[config.mk]
export PLATFORM = sky130hd
export DESIGN_NAME = cordic_vector
export DESIGN_NICKNAME = d
export VERILOG_FILES = /design/src/rtl/cordic_pkg.sv /design/src/rtl/cordic_vec_step.sv /design/src/rtl/cordic_vector.sv
export SDC_FILE = /design/constraint.sdc
export NUM_CORES = 1
export LEC_CHECK = 0
export BUFFER_PORTS_ARGS = -buffer_cell sky130_fd_sc_hd__buf_2
export CAP_MARGIN = 0
export CORE_MARGIN = 2
export CORE_UTILIZATION = 51
export CTS_CLUSTER_DIAMETER = 60
export DETAILED_ROUTE_END_ITERATION = 8
export PLACE_DENSITY = 0.77
export SLEW_MARGIN = 10
export SYNTH_ARGS = -nofsm -noshare
export SYNTH_HDL_FRONTEND = slang
export SYNTH_HIERARCHICAL = 1
export SYNTH_SLANG_ARGS = --single-unit
[constraint.sdc]
create_clock -name Clk_i -period 4.8 [get_ports Clk_i]
set_input_delay 0.72 -clock Clk_i [delete_from_list [all_inputs] [get_ports Clk_i]]
set_output_delay 0.72 -clock Clk_i [all_outputs]
set_load 0.02 [all_outputs]
[src/rtl/cordic_pkg.sv]
// Shared CORDIC constants: arctangent table, inverse gain, internal width, FSM states.
// Phase format matches the rotation-mode generator: 2^16 = 360 degrees.
package cordic_pkg;

  localparam int W = 18;

  localparam logic [15:0] GAIN_INV = 16'd19898;

  localparam logic [15:0] ATAN_TAB [0:15] = '{
    16'd8192, 16'd4836, 16'd2555, 16'd1297,
    16'd651,  16'd326,  16'd163,  16'd81,
    16'd41,   16'd20,   16'd10,   16'd5,
    16'd3,    16'd1,    16'd1,    16'd0
  };

  typedef enum logic [1:0] {
    ST_IDLE = 2'd0,
    ST_ITER = 2'd1,
    ST_COMP = 2'd2,
    ST_DONE = 2'd3
  } state_t;

endpackage

[src/rtl/cordic_vec_step.sv]
// One combinational vectoring micro-rotation: drives y toward zero, accumulates angle in z.
// Shifts are arithmetic; z wraps modulo 2^16.
module cordic_vec_step
  import cordic_pkg::*;
(
  input  logic signed [W-1:0] x,
  input  logic signed [W-1:0] y,
  input  logic [15:0]         z,
  input  logic [3:0]          sh,
  output logic signed [W-1:0] x_nxt,
  output logic signed [W-1:0] y_nxt,
  output logic [15:0]         z_nxt
);

  logic signed [W-1:0] x_sh;
  logic signed [W-1:0] y_sh;

  assign x_sh = x >>> sh;
  assign y_sh = y >>> sh;

  always_comb begin
    x_nxt = x;
    y_nxt = y;
    z_nxt = z;
    if (!y[W-1]) begin
      x_nxt = x + y_sh;
      y_nxt = y - x_sh;
      z_nxt = z + ATAN_TAB[sh];
    end else begin
      x_nxt = x - y_sh;
      y_nxt = y + x_sh;
      z_nxt = z - ATAN_TAB[sh];
    end
  end

endmodule

[src/rtl/cordic_vector.sv]
// Iterative CORDIC vectoring engine: (X, Y) -> (angle, magnitude), one micro-rotation per cycle.
// Optional gain compensation stage selected by macro CORDIC_GAIN_COMP_EN.
module cordic_vector
  import cordic_pkg::*;
#(
  parameter int ITERATIONS = 16
) (
  input  logic               Clk_i,
  input  logic               Rst_i,
  input  logic signed [15:0] X_i,
  input  logic signed [15:0] Y_i,
  input  logic               In_valid_i,
  output logic               In_ready_o,
  output logic [15:0]        Angle_o,
  output logic [16:0]        Mag_o,
  output logic               Out_valid_o,
  input  logic               Out_ready_i
);

  state_t state, state_nxt;

  logic signed [W-1:0] x, y, x_nxt, y_nxt;
  logic signed [W-1:0] x_ext, y_ext;
  logic [15:0]         z, z_nxt;
  logic [4:0]          i;
  logic                zero_in;
  logic                accept;
  logic                load_res;
  logic                iter_end;
  logic [16:0]         mag_res;

  assign x_ext    = {{(W-16){X_i[15]}}, X_i};
  assign y_ext    = {{(W-16){Y_i[15]}}, Y_i};
  assign accept   = (state == ST_IDLE) && In_valid_i;
  assign iter_end = (i == 5'(ITERATIONS));
  assign load_res = (state != ST_DONE) && (state_nxt == ST_DONE);

  cordic_vec_step u_step (
    .x     (x),
    .y     (y),
    .z     (z),
    .sh    (i[3:0]),
    .x_nxt (x_nxt),
    .y_nxt (y_nxt),
    .z_nxt (z_nxt)
  );

`ifdef CORDIC_GAIN_COMP_EN
  // x is non-negative after convergence, so a signed Q1.15 product with rounding is exact enough
  logic signed [34:0] prod;
  logic signed [34:0] prod_rnd;
  logic               unused_prod;
  assign prod        = x * $signed({1'b0, GAIN_INV});
  assign prod_rnd    = prod + 35'sd16384;
  assign mag_res     = prod_rnd[31:15];
  assign unused_prod = ^{prod_rnd[34:32], prod_rnd[14:0]};
`else
  assign mag_res = x[16:0];
`endif

  always_ff @(posedge Clk_i or negedge Rst_i) begin
    if (!Rst_i) state <= ST_IDLE;
    else        state <= state_nxt;
  end

  always_comb begin
    state_nxt = state;
    case (state)
      ST_IDLE: if (In_valid_i) state_nxt = ST_ITER;
      ST_ITER: begin
        if (iter_end) begin
`ifdef CORDIC_GAIN_COMP_EN
          state_nxt = ST_COMP;
`else
          state_nxt = ST_DONE;
`endif
        end
      end
      ST_DONE: if (Out_ready_i) state_nxt = ST_IDLE;
      default: state_nxt = ST_DONE;
    endcase
  end

  always_comb begin
    In_ready_o = (state == ST_IDLE);
  end

  always_ff @(posedge Clk_i or negedge Rst_i) begin
    if (!Rst_i) begin
      x           <= '0;
      y           <= '0;
      z           <= '0;
      i           <= '0;
      zero_in     <= 1'b0;
      Angle_o     <= '0;
      Mag_o       <= '0;
      Out_valid_o <= 1'b0;
    end else begin
      if (accept) begin
        // Fold the left half-plane onto the right so the iterations always converge
        if (X_i[15]) begin
          x <= -x_ext;
          y <= -y_ext;
          z <= 16'd32768;
        end else begin
          x <= x_ext;
          y <= y_ext;
          z <= 16'd0;
        end
        i       <= '0;
        zero_in <= (X_i == 16'sd0) && (Y_i == 16'sd0);
      end else if (state == ST_ITER && !iter_end) begin
        x <= x_nxt;
        y <= y_nxt;
        z <= z_nxt;
        i <= i + 5'd1;
      end

      if (load_res) begin
        Out_valid_o <= 1'b1;
        Angle_o     <= zero_in ? 16'd0 : z;
        Mag_o       <= zero_in ? 17'd0 : mag_res;
      end else if (state == ST_DONE && Out_ready_i) begin
        Out_valid_o <= 1'b0;
      end
    end
  end

endmodule

==> metrics.txt <==
run status=complete, no violations; Area Growth Syn to Fin=21.0%; EDFF count, synth=0; CP startpoint=i[0]$_DFFE_PN0P_; Max Cap Viol=0; initial antenna violation count=0; post-route ant nets=0; PortBufs=70; Final Hold Viols=0; via count=11006; post-synthesis sequential area ratio=22.0%; fin crit period=4700 ps; DRT iter0 DRCs=1056; row cnt=52; wire length of the first global-routing pass=54700 um; Die X=149 um; RSZ-0062 raised after global routing=true; syn_area_per_cell=8.31 um^2; Most used DFF post-synth=dfrtp_1; yosys warns=6; R2R Path Start=i[0]$_DFFE_PN0P_; CP endpoint kind=register; Hold Buf Count CTS=0; diode count=0; DR DRC count=0; Die ar.=0.0221 mm^2; fin nets=1538; First-pass DRT Iterations=6; Placeable Area=0.0204 mm^2; Reg clk slew, reported paths=80 ps; layout cells sized above 1=27.2%; setup_tns=0 ps; vias in the first global route=10160; drt via density=6.42; syn nets=1386; type of origin of the critical path=register; Rel. slew slack=19.3%; Worst-Skew Late Latency=370 ps; Max H-tree Level=3; fraction of registers with async set/reset=100%; Layout Skew=18.5 ps; Total GRT Usage=31.4%; WL final=35500 um; crit path max fanout=7; root buf cell=clkbuf_16; Critical Path AT=4990 ps; I/O pins=71; fin crit share=97.9%; Initial Utilization=52.3%; largest net degree at the start of global routing=64; Netlist cell types=91; Avg WL per Cell=20.7 um; Slew @ Worst Pin=1210 ps; mapped cell area=0.0107 mm^2; crit path kind=reg -> reg; die span in y=149 um; Fill cells=1756; total congestion overflow=0; Num CTS Buffers=9; dpl hpwl=26300 um; cell count after synthesis=1286; Max Root-Sink Buffers=2; Max Freq=0.213 GHz; global placement routability congestion=1.03; final setup fails=0; clk sinks=94; Hold WC Path Type=in -> async; Req. time, crit path=5090 ps; Max Transition Viols Final=0; flop2flop setup slack=100 ps; TritonCTS clock tree=built; synthesized flop and latch total=94
==> layout by cell type, fill, tap and decap left out, types with 10 or more instances in the layout <==
master	instances
nand3_1	14
xnor2_1	58
mux2_2	17
o31ai_1	16
a21oi_2	12
nand2b_1	18
o21a_1	11
nand2_1	105
a22o_1	16
a21oi_1	57
dfrtp_1	91
nor2b_1	11
nor2_1	106
mux2i_1	37
nor3_1	35
o21ai_0	79
inv_1	75
a31oi_1	18
o211ai_1	22
and2_1	20
buf_2	69
buf_4	142
mux4_2	35
a21o_1	10
ha_1	57
nand3b_1	38
xor2_1	31
==> worst paths after layout <==
check	end	cells past startpoint
worst max-delay path	x[16]$_DFFE_PN0P_	17
worst min-delay path	Angle_o[2]$_DFFE_PN0P_	1
worst max register to register	x[16]$_DFFE_PN0P_	17
worst min register to register	Angle_o[12]$_DFFE_PN0P_	2
max in group asynchronous	i[2]$_DFFE_PN0P_	2
min in group Clk_i	Angle_o[12]$_DFFE_PN0P_	2
==> critical path: stages (launching register included) <==
cell	delay, ps
dfrtp_4	470
buf_12	140
mux4_2	520
a221o_1	400
or4b_4	550
o41a_1	470
buf_4	180
o21bai_4	170
mux2i_1	250
ha_1	330
nand2_1	130
nor2_1	50
nor2_1	110
o31ai_2	110
o41ai_2	370
xnor2_1	190
nand3_1	100
nand2_1	100
==> flip-flops by register name, indices dropped and copies added, names as in the netlist <==
name	count
i	5
state	2
y	18
x	18
Mag_o	17
Out_valid_o	1
Angle_o	16
z	16
zero_in	1
==> final cells by class <==
class,count,area [um^2],area share [%]
clock buffers,9,225,1.74
well taps,270,338,2.61
flip-flops and latches,94,2360,18.3
clock inverters,7,86.3,0.667
multi-input cells,1032,8030,62.1
repair buffers,223,1600,12.4
inverters,78,293,2.26
==> metrics by stage <==
step	std cells	worst slack (ps)	area (um^2)	hold WS (ps)	util [%]
after floorplan	1286	-18.9	10700	424	-
after global routing	1713	-78.5	12900	505	63.3
after detailed placement	1675	-151	12100	520	59.3
after global placement	1675	-31.7	12100	518	59.3
after CTS	1698	7.64	12600	476	61.4
final	1713	100	12900	444	63.3
==> logic make-up after synthesis <==
kind of cell	count (synthesis)	share of synthesized area [%]
DFF	94	22.0
buffers and inverters	160	6.17
and+or+nand+nor	420	20.5
AOI/OAI and AO/OA	362	22.9
muxes	95	13.2
xor gates and xnor gates	91	7.59
adders and majority gates	64	7.70
==> layer usage <==
metal | wire length, um | vias up | global-route usage (%)
met2 | 16800 | 561 | 51.9
met1 | 14700 | 5314 | 41.5
met5 | 0 | - | 0
met4 | 1290 | 0 | 11.6
met3 | 2780 | 99 | 5.29
li1 | - | 5032 | -
==> cells in the mapped netlist (31+ instances only) <==
cell type	number	area share (%)
xor2_1	31	2.5
dfrtp_1	94	22
nand3b_1	38	2.7
clkbuf_1	43	1.5
nand2_1	106	3.7
mux2i_1	42	3.9
nor2_1	111	3.9
xnor2_1	59	4.8
nor3_1	37	1.7
mux4_2	35	7.4
a21oi_1	69	3.2
inv_1	76	2.7
o21ai_0	94	4.4
ha_1	61	7.1
==> repair_timing <==
action / CTS / global route
pin swaps: 4 / 41
endpoints found under the setup margin: 6 / 16
setup buffers: 7 / 15
resized for setup: 16 / 71
endpoints found under the hold margin: 0 / 0
Power is not shown: default switching activity piles up to over one toggle a cycle in this logic, so the estimate is an artifact.
